## src/rtl/ysyx_24100029_rr_arb4_if.sv

```systemverilog
// Handshake bundle between four requesters, the round-robin arbiter and the
// shared downstream port. The arbiter connects through the slave modport;
// the requester/downstream side (or a testbench) uses the master modport.
// Optional per-port grant counters appear only when ARB_PERF_CNT_EN is defined.
interface ysyx_24100029_rr_arb4_if #(
   parameter logic Is_One_Hot = 1'b1,
   parameter int   CNT_WIDTH  = 16
);
   localparam int SEL_WIDTH = Is_One_Hot ? 4 : 2;

   logic [3:0]           req_valid_i;
   logic [3:0]           req_ready_o;
   logic                 down_valid_o;
   logic                 down_ready_i;
   logic                 resp_valid_i;
   logic                 resp_ready_i;
   logic [3:0]           resp_valid_o;
   logic [SEL_WIDTH-1:0] sel_o;
   logic [1:0]           grant_idx_o;
   logic                 busy_o;
`ifdef ARB_PERF_CNT_EN
   logic [4*CNT_WIDTH-1:0] grant_cnt_o;
`endif

   modport master (
      output req_valid_i, down_ready_i, resp_valid_i, resp_ready_i,
      input  req_ready_o, down_valid_o, resp_valid_o, sel_o, grant_idx_o, busy_o
`ifdef ARB_PERF_CNT_EN
      , input grant_cnt_o
`endif
   );

   modport slave (
      input  req_valid_i, down_ready_i, resp_valid_i, resp_ready_i,
      output req_ready_o, down_valid_o, resp_valid_o, sel_o, grant_idx_o, busy_o
`ifdef ARB_PERF_CNT_EN
      , output grant_cnt_o
`endif
   );
endinterface

```

## src/rtl/ysyx_24100029_rr_arb4.sv

```systemverilog
// Four-way round-robin arbiter in front of a shared memory/bus port.
// A grant is held from request acceptance until the response completes, so
// the registered select steers both request and response paths. The search
// for the next grant starts one past the last requester that completed.
// Optional feature: define ARB_PERF_CNT_EN for saturating per-port grant
// counters on grant_cnt_o.
module ysyx_24100029_rr_arb4 #(
   parameter logic Is_One_Hot = 1'b1,
   parameter int   CNT_WIDTH  = 16,
   localparam int  SEL_WIDTH  = Is_One_Hot ? 4 : 2
) (
   input logic                     clk,
   input logic                     rst_n,
   ysyx_24100029_rr_arb4_if.slave  bus
);

   typedef enum logic [1:0] {
      IDLE      = 2'd0,
      GRANT     = 2'd1,
      WAIT_RESP = 2'd2
   } state_e;

   state_e               state_q, state_d;
   logic [1:0]           ptr_q, ptr_d;
   logic [1:0]           grant_q, grant_d;
   logic [SEL_WIDTH-1:0] sel_q, sel_d;
   logic                 down_valid;
   logic [3:0]           req_ready;
   logic [3:0]           resp_valid;
   logic                 req_hs;

   // First asserted request searching ptr, ptr+1, ... with 2-bit wrap.
   function automatic logic [1:0] rr_pick(input logic [3:0] req, input logic [1:0] ptr);
      logic [1:0] idx;
      rr_pick = ptr;
      for (int k = 3; k >= 0; k--) begin
         idx = ptr + 2'(k);
         if (req[idx]) rr_pick = idx;
      end
   endfunction

   // Mux select encoding for a grant index.
   function automatic logic [SEL_WIDTH-1:0] encode_sel(input logic [1:0] idx);
      if (Is_One_Hot) encode_sel = SEL_WIDTH'(4'b0001 << idx);
      else            encode_sel = SEL_WIDTH'(idx);
   endfunction

   // State, pointer, grant index and select registers.
   // NOTE: sequential state uses non-blocking assignments so every register
   // samples pre-edge values regardless of statement order.
   always_ff @(posedge clk or negedge rst_n) begin
      if (!rst_n) begin
         state_q <= IDLE;
         ptr_q   <= 2'd0;
         grant_q <= 2'd0;
         sel_q   <= '0;
      end else begin
         state_q <= state_d;
         ptr_q   <= ptr_d;
         grant_q <= grant_d;
         sel_q   <= sel_d;
      end
   end

   // Next-state logic and handshake steering for the current grant.
   // NOTE: every signal gets a default first, so no path leaves a value
   // unassigned and no latch is inferred.
   always_comb begin
      state_d    = state_q;
      ptr_d      = ptr_q;
      grant_d    = grant_q;
      sel_d      = sel_q;
      down_valid = 1'b0;
      req_ready  = 4'b0000;
      resp_valid = 4'b0000;
      req_hs     = 1'b0;
      unique case (state_q)
         IDLE: begin
            if (|bus.req_valid_i) begin
               grant_d = rr_pick(bus.req_valid_i, ptr_q);
               sel_d   = encode_sel(grant_d);
               state_d = GRANT;
            end
         end
         GRANT: begin
            down_valid         = bus.req_valid_i[grant_q];
            req_ready[grant_q] = bus.down_ready_i;
            if (down_valid && bus.down_ready_i) begin
               req_hs  = 1'b1;
               state_d = WAIT_RESP;
            end else if (!bus.req_valid_i[grant_q]) begin
               // Withdrawn request: rearbitrate without advancing the pointer.
               state_d = IDLE;
            end
         end
         WAIT_RESP: begin
            resp_valid[grant_q] = bus.resp_valid_i;
            if (bus.resp_valid_i && bus.resp_ready_i) begin
               state_d = IDLE;
               ptr_d   = grant_q + 2'd1;
            end
         end
         default: state_d = IDLE;
      endcase
   end

   assign bus.down_valid_o = down_valid;
   assign bus.req_ready_o  = req_ready;
   assign bus.resp_valid_o = resp_valid;
   assign bus.sel_o        = sel_q;
   assign bus.grant_idx_o  = grant_q;
   assign bus.busy_o       = (state_q != IDLE);

`ifdef ARB_PERF_CNT_EN
   logic [CNT_WIDTH-1:0] cnt_q [4];

   // Saturating per-port counters of accepted request handshakes.
   // NOTE: this small register array is reset explicitly because the counters
   // must read zero after reset; large data memories would normally not be.
   always_ff @(posedge clk or negedge rst_n) begin
      if (!rst_n) begin
         for (int i = 0; i < 4; i++) cnt_q[i] <= '0;
      end else if (req_hs && (cnt_q[grant_q] != '1)) begin
         cnt_q[grant_q] <= cnt_q[grant_q] + CNT_WIDTH'(1);
      end
   end

   for (genvar i = 0; i < 4; i++) begin : g_cnt_out
      assign bus.grant_cnt_o[i*CNT_WIDTH +: CNT_WIDTH] = cnt_q[i];
   end
`endif

endmodule
```

## src/flat_wrapper.sv

```systemverilog
// flat-port wrapper written by rule: the top's interface ports become plain ports
module ysyx_24100029_rr_arb4_flat 
#(
   parameter logic Is_One_Hot = 1'b1,
   parameter int   CNT_WIDTH  = 16,
   localparam int  SEL_WIDTH  = Is_One_Hot ? 4 : 2
)
  (clk, rst_n, bus_req_valid_i, bus_down_ready_i, bus_resp_valid_i, bus_resp_ready_i, bus_req_ready_o, bus_down_valid_o, bus_resp_valid_o, bus_sel_o, bus_grant_idx_o, bus_busy_o);
  ysyx_24100029_rr_arb4_if #(.Is_One_Hot(Is_One_Hot), .CNT_WIDTH(CNT_WIDTH)) bus_i ();
  input logic clk;
  input logic rst_n;
  input wire logic [$bits(bus_i.req_valid_i)-1:0] bus_req_valid_i;
  input wire logic [$bits(bus_i.down_ready_i)-1:0] bus_down_ready_i;
  input wire logic [$bits(bus_i.resp_valid_i)-1:0] bus_resp_valid_i;
  input wire logic [$bits(bus_i.resp_ready_i)-1:0] bus_resp_ready_i;
  output wire logic [$bits(bus_i.req_ready_o)-1:0] bus_req_ready_o;
  output wire logic [$bits(bus_i.down_valid_o)-1:0] bus_down_valid_o;
  output wire logic [$bits(bus_i.resp_valid_o)-1:0] bus_resp_valid_o;
  output wire logic [$bits(bus_i.sel_o)-1:0] bus_sel_o;
  output wire logic [$bits(bus_i.grant_idx_o)-1:0] bus_grant_idx_o;
  output wire logic [$bits(bus_i.busy_o)-1:0] bus_busy_o;
  assign bus_i.req_valid_i = bus_req_valid_i;
  assign bus_i.down_ready_i = bus_down_ready_i;
  assign bus_i.resp_valid_i = bus_resp_valid_i;
  assign bus_i.resp_ready_i = bus_resp_ready_i;
  assign bus_req_ready_o = bus_i.req_ready_o;
  assign bus_down_valid_o = bus_i.down_valid_o;
  assign bus_resp_valid_o = bus_i.resp_valid_o;
  assign bus_sel_o = bus_i.sel_o;
  assign bus_grant_idx_o = bus_i.grant_idx_o;
  assign bus_busy_o = bus_i.busy_o;
  ysyx_24100029_rr_arb4 #(.Is_One_Hot(Is_One_Hot), .CNT_WIDTH(CNT_WIDTH)) u_core (.clk(clk), .rst_n(rst_n), .bus(bus_i));
endmodule
```

## config.mk

```make
export PLATFORM = sky130hd
export DESIGN_NAME = ysyx_24100029_rr_arb4_flat
export DESIGN_NICKNAME = d
export VERILOG_FILES = /design/src/rtl/ysyx_24100029_rr_arb4_if.sv /design/src/rtl/ysyx_24100029_rr_arb4.sv /design/src/flat_wrapper.sv
export SDC_FILE = /design/constraint.sdc
export NUM_CORES = 1
export LEC_CHECK = 0
export BUFFER_PORTS_ARGS = -buffer_cell sky130_fd_sc_hd__buf_2
export CAP_MARGIN = 25
export CORE_UTILIZATION = 40
export CTS_CLUSTER_DIAMETER = 150
export DETAILED_ROUTE_END_ITERATION = 8
export GPL_TIMING_DRIVEN = 0
export PLACE_DENSITY_LB_ADDON = 0.25
export SYNTH_ARGS = -nofsm -noshare
export SYNTH_HDL_FRONTEND = slang
export SYNTH_SLANG_ARGS = --single-unit
```

## constraint.sdc

```tcl
create_clock -name clk -period 1.35 [get_ports clk]
set_input_delay 0.27 -clock clk [delete_from_list [all_inputs] [get_ports clk]]
set_output_delay 0.27 -clock clk [all_outputs]
set_load 0.03 [all_outputs]
```

==> results.md <==
- Hold_sp: bus_down_ready_i
- CP max FO: 2
- Area share of the largest cell type after synthesis: 37.7%
- Die area: 1830 um2
- Clk pwr share: a little under an eighth
- Tcrit/Tclk final: 125%
- Worst EP arrival: between 1 and 1.5 ns
- Nets: 116
- DR iter-0 viols: 12
- Post-synthesis sequential area ratio: about 38%
- Worst hold path type: primary input to register
- Fmax: about 590 MHz
- Chip Width: approximately 43 um
- Fillers: around 130
- Post-route DRC: 0
- Ys flop type: dfrtp_1
- Pwr Total: ~0.0023 W
- Core Box Area: about 1500 um2
- Hold Path Sink: u_core.state_q[0]
- Most frequent cell after synthesis: nand2_1
- Worst reg2reg endpoint: u_core.bus.sel_o[2]
- CTS tree: built
- Setup ws final: -0.335 ns
- Post-synthesis cell type count: 26
- WHS Path Cells: 2
- Slew @ Worst Pin: approximately 0.32 ns
- Mapped Cells: ~70
- Max Buffers Root-to-Sink: 2
- Clock Pin Slew Worst Setup and Hold Paths: 0.07 ns
- Internal cell power: approximately 0.0013 W
- Sw frac: approximately 44%
- Num rows: 14
- Sequential Area: between 200 and 300 um2
- Diodes inserted: 0
- Synth Area in XOR/XNOR: 0%
- Yosys top cell by area: dfrtp_1
- Count of final hold-check violations: 0
- Multiplexer share of the synthesized area: around 5.6%
- Number of synthesized flops with an enable pin: 0
- Drt pass-1 iters: 2
- RSZ-0062 raised after global routing: true
- Global route overflow: 0
- Largest net degree at the start of global routing: 11
- Final min period: about 1.7 ns
- Post-Synth Adder-Cell Area: ~7.5%
- Number of global-route vias before repair: around 600
- CP startpoint kind: register
- Clock skew: roughly 0.0012 ns
- Layout cells sized above 1: between 50 and 60%
- Total global-route track usage: approximately 19%
- Outcome: finished, violations left
- Placed standard-cell area: slightly above 800 um2
- I/O Pins: 25
- CTS Buf Count: 3
- WL per Instance: roughly 14 um
- CTS root buf: clkbuf_4
- Final WL: approximately 1700 um
- First-pass GRT wire length: about 2600 um
- WP data required: around 1.1 ns
- Failing checks: negative setup slack
- Final setup viols: 16
- Setup crit end kind: primary output
- Port Buffers: 24
- Most area-consuming cells after synthesis: dfrtp_1 (38%), and3_1 (7.5%), ha_1 (7.5%)
- Area growth, synth to finish: 55.7%
- Synth Area in Compound Gates: 15.6%
- YS warnings: 0
- Vias: 619
- Cell Area, Synth: approximately 660 um2
- Leakage: slightly above 0.5 nW
- Clk sink count: 10
- Avg Inst Size Synth: 9.77 um2
- Detailed Place HPWL: ~1100 um
- Synthesized flop and latch total: 10
- Asr flop ratio synth: 100%
- P_sw: approximately 0.0010 W
- H-tree depth: 1
- Peak supply drop: about 1 mV
- Setup CP Type: register to primary output
- Layout Cell Area excl Fill: 1030 um2
- Sequential Power Share: a little under a quarter
- Net Count, Synth: between 80 and 90
- Pre-CTS setup slack: -0.210 ns
- Maximum capacitance violations: 0
- Reg-to-Reg Start: u_core.ptr_q[1]
- Synth Area in Simple Gates: roughly 30%
- Multi-input logic area: ~470 um2
- Rel. slew slack: about 79%
- Combinational share of power: between 60% and 70%
- R2R setup slack: -0.15 ns
- Top cells by count, synth: nand2_1 (11), dfrtp_1 (10), and3_1 (8), nor2b_1 (6), ha_1 (4)
- Vias per inst: 5.25
- Pwr/cell area: 2260 nW/um2
- Die Y: roughly 43 um
- Max-slew violation count: 0
- Initial antenna violation count: 0
- Gp weighted congestion: 0.751
- Starting Density: between 40% and 50%
- Register-to-Register Path Depth: 4
- DRT antenna net count: 0
- Clock latency at the later pin of the worst-skew pair: between 0.2 and 0.3 ns
- Main combinational cell family by area after synthesis: simple AND/OR/NAND/NOR gates
[per-stage QoR]
| step | setup TNS (ns) | instances | utilization (%) | hold slack [ns] |
|---|---|---|---|---|
| after global routing | -3.65 | 118 | 67.9 | 0.283 |
| after global placement | -0.689 | 108 | 53.0 | 0.143 |
| final | -2.79 | 118 | 67.9 | 0.283 |
| after floorplan | -0.239 | 68 | - | -0.0256 |
| after detailed placement | -0.868 | 108 | 53.0 | 0.150 |
| after CTS | -2.87 | 118 | 64.9 | 0.262 |
[area by class of cell]
cell class,count,share of cell area (%)
Buffer,1,1.09
Clock buffer,4,3.51
Inverter,3,1.09
Multi-Input combinational cell,54,45.0
Sequential cell,10,24.4
Tap cell,16,1.93
Timing Repair Buffer,30,23.0
[cell usage in the layout, fill, tap and decap left out, types with 2 or more instances in the layout]
master    netlist  final
ha_1            4      2
buf_2           0     14
nor2_1          2      2
ha_2            0      2
or4_4           2      2
and3_1          8      5
dfrtp_1        10      8
a32o_1          2      2
buf_6           1     13
o21ai_2         0      2
buf_4           0      3
inv_2           0      3
o21ai_0         3      2
nand2_1        11      9
and3_4          0      3
nor2b_1         6      4
dfrtp_2         0      2
clkbuf_4        0      3
[state kept, by name (all words and copies together) (netlist names)]
signal                  count
u_core.state_q              2
u_core.bus.grant_idx_o      2
u_core.ptr_q                2
u_core.bus.sel_o            4
[timing repair]
| action | CTS | global route |
|---|---|---|
| resized for setup | 30 | 12 |
| hold endpoints to repair | 10 | 0 |
| pin swaps | 7 | 4 |
| hold buffers | 1 | 0 |
| cloned | 0 | 0 |
| setup endpoints to repair | 16 | 16 |
| buffers inserted | 5 | 1 |
[power groups by stage]
stage | Sequential (W) | Combinational (W) | Clock, W
2_1_floorplan | 0.000675 | 0.000725 | 0
3_3_place_gp | 0.000562 | 0.00110 | 0
3_5_place_dp | 0.000566 | 0.00113 | 0
4_1_cts | 0.000545 | 0.00140 | 0.000280
5_1_grt | 0.000574 | 0.00163 | 0.000294
6_report | 0.000553 | 0.00152 | 0.000273
[cell families (layout without fill, tap and decap cells)]
| family | after synthesis | after routing |
|---|---|---|
| AO/OA/AOI/OAI | 13 | 13 |
| AND/OR/NAND/NOR | 35 | 35 |
| buffers and inverters | 4 | 38 |
| flip-flops | 10 | 10 |
| adder cells (fa/ha/maj) | 4 | 4 |
| multiplexers | 2 | 2 |
[critical path: stages, from the launching register on]
cell and delay (ns):
dfrtp_2 0.38, mux4_2 0.53, nand2_2 0.09, inv_2 0.03, buf_6 0.12
[routing by layer]
layer	wire length (um)	global-route usage, %	vias to the layer above
li1	-	-	311
met2	793	30.6	17
met5	0	0	-
met4	27	7.50	0
met1	778	25.5	287
met3	51	3.83	4
[worst max path at each step]
| stage | start | end | cells past startpoint |
|---|---|---|---|
| final | u_core.bus.grant_idx_o[1] | bus_down_valid_o | 4 |
| after global routing | u_core.bus.grant_idx_o[1] | bus_down_valid_o | 4 |
| after CTS | u_core.bus.grant_idx_o[1] | bus_down_valid_o | 4 |
| after detailed placement | bus_req_valid_i[0] | u_core.bus.sel_o[2] | 5 |
| after global placement | bus_req_valid_i[0] | u_core.bus.sel_o[2] | 5 |
| after floorplan | u_core.bus.grant_idx_o[1] | bus_down_valid_o | 3 |
No activity file was read; power rests on OpenSTA's default activity.
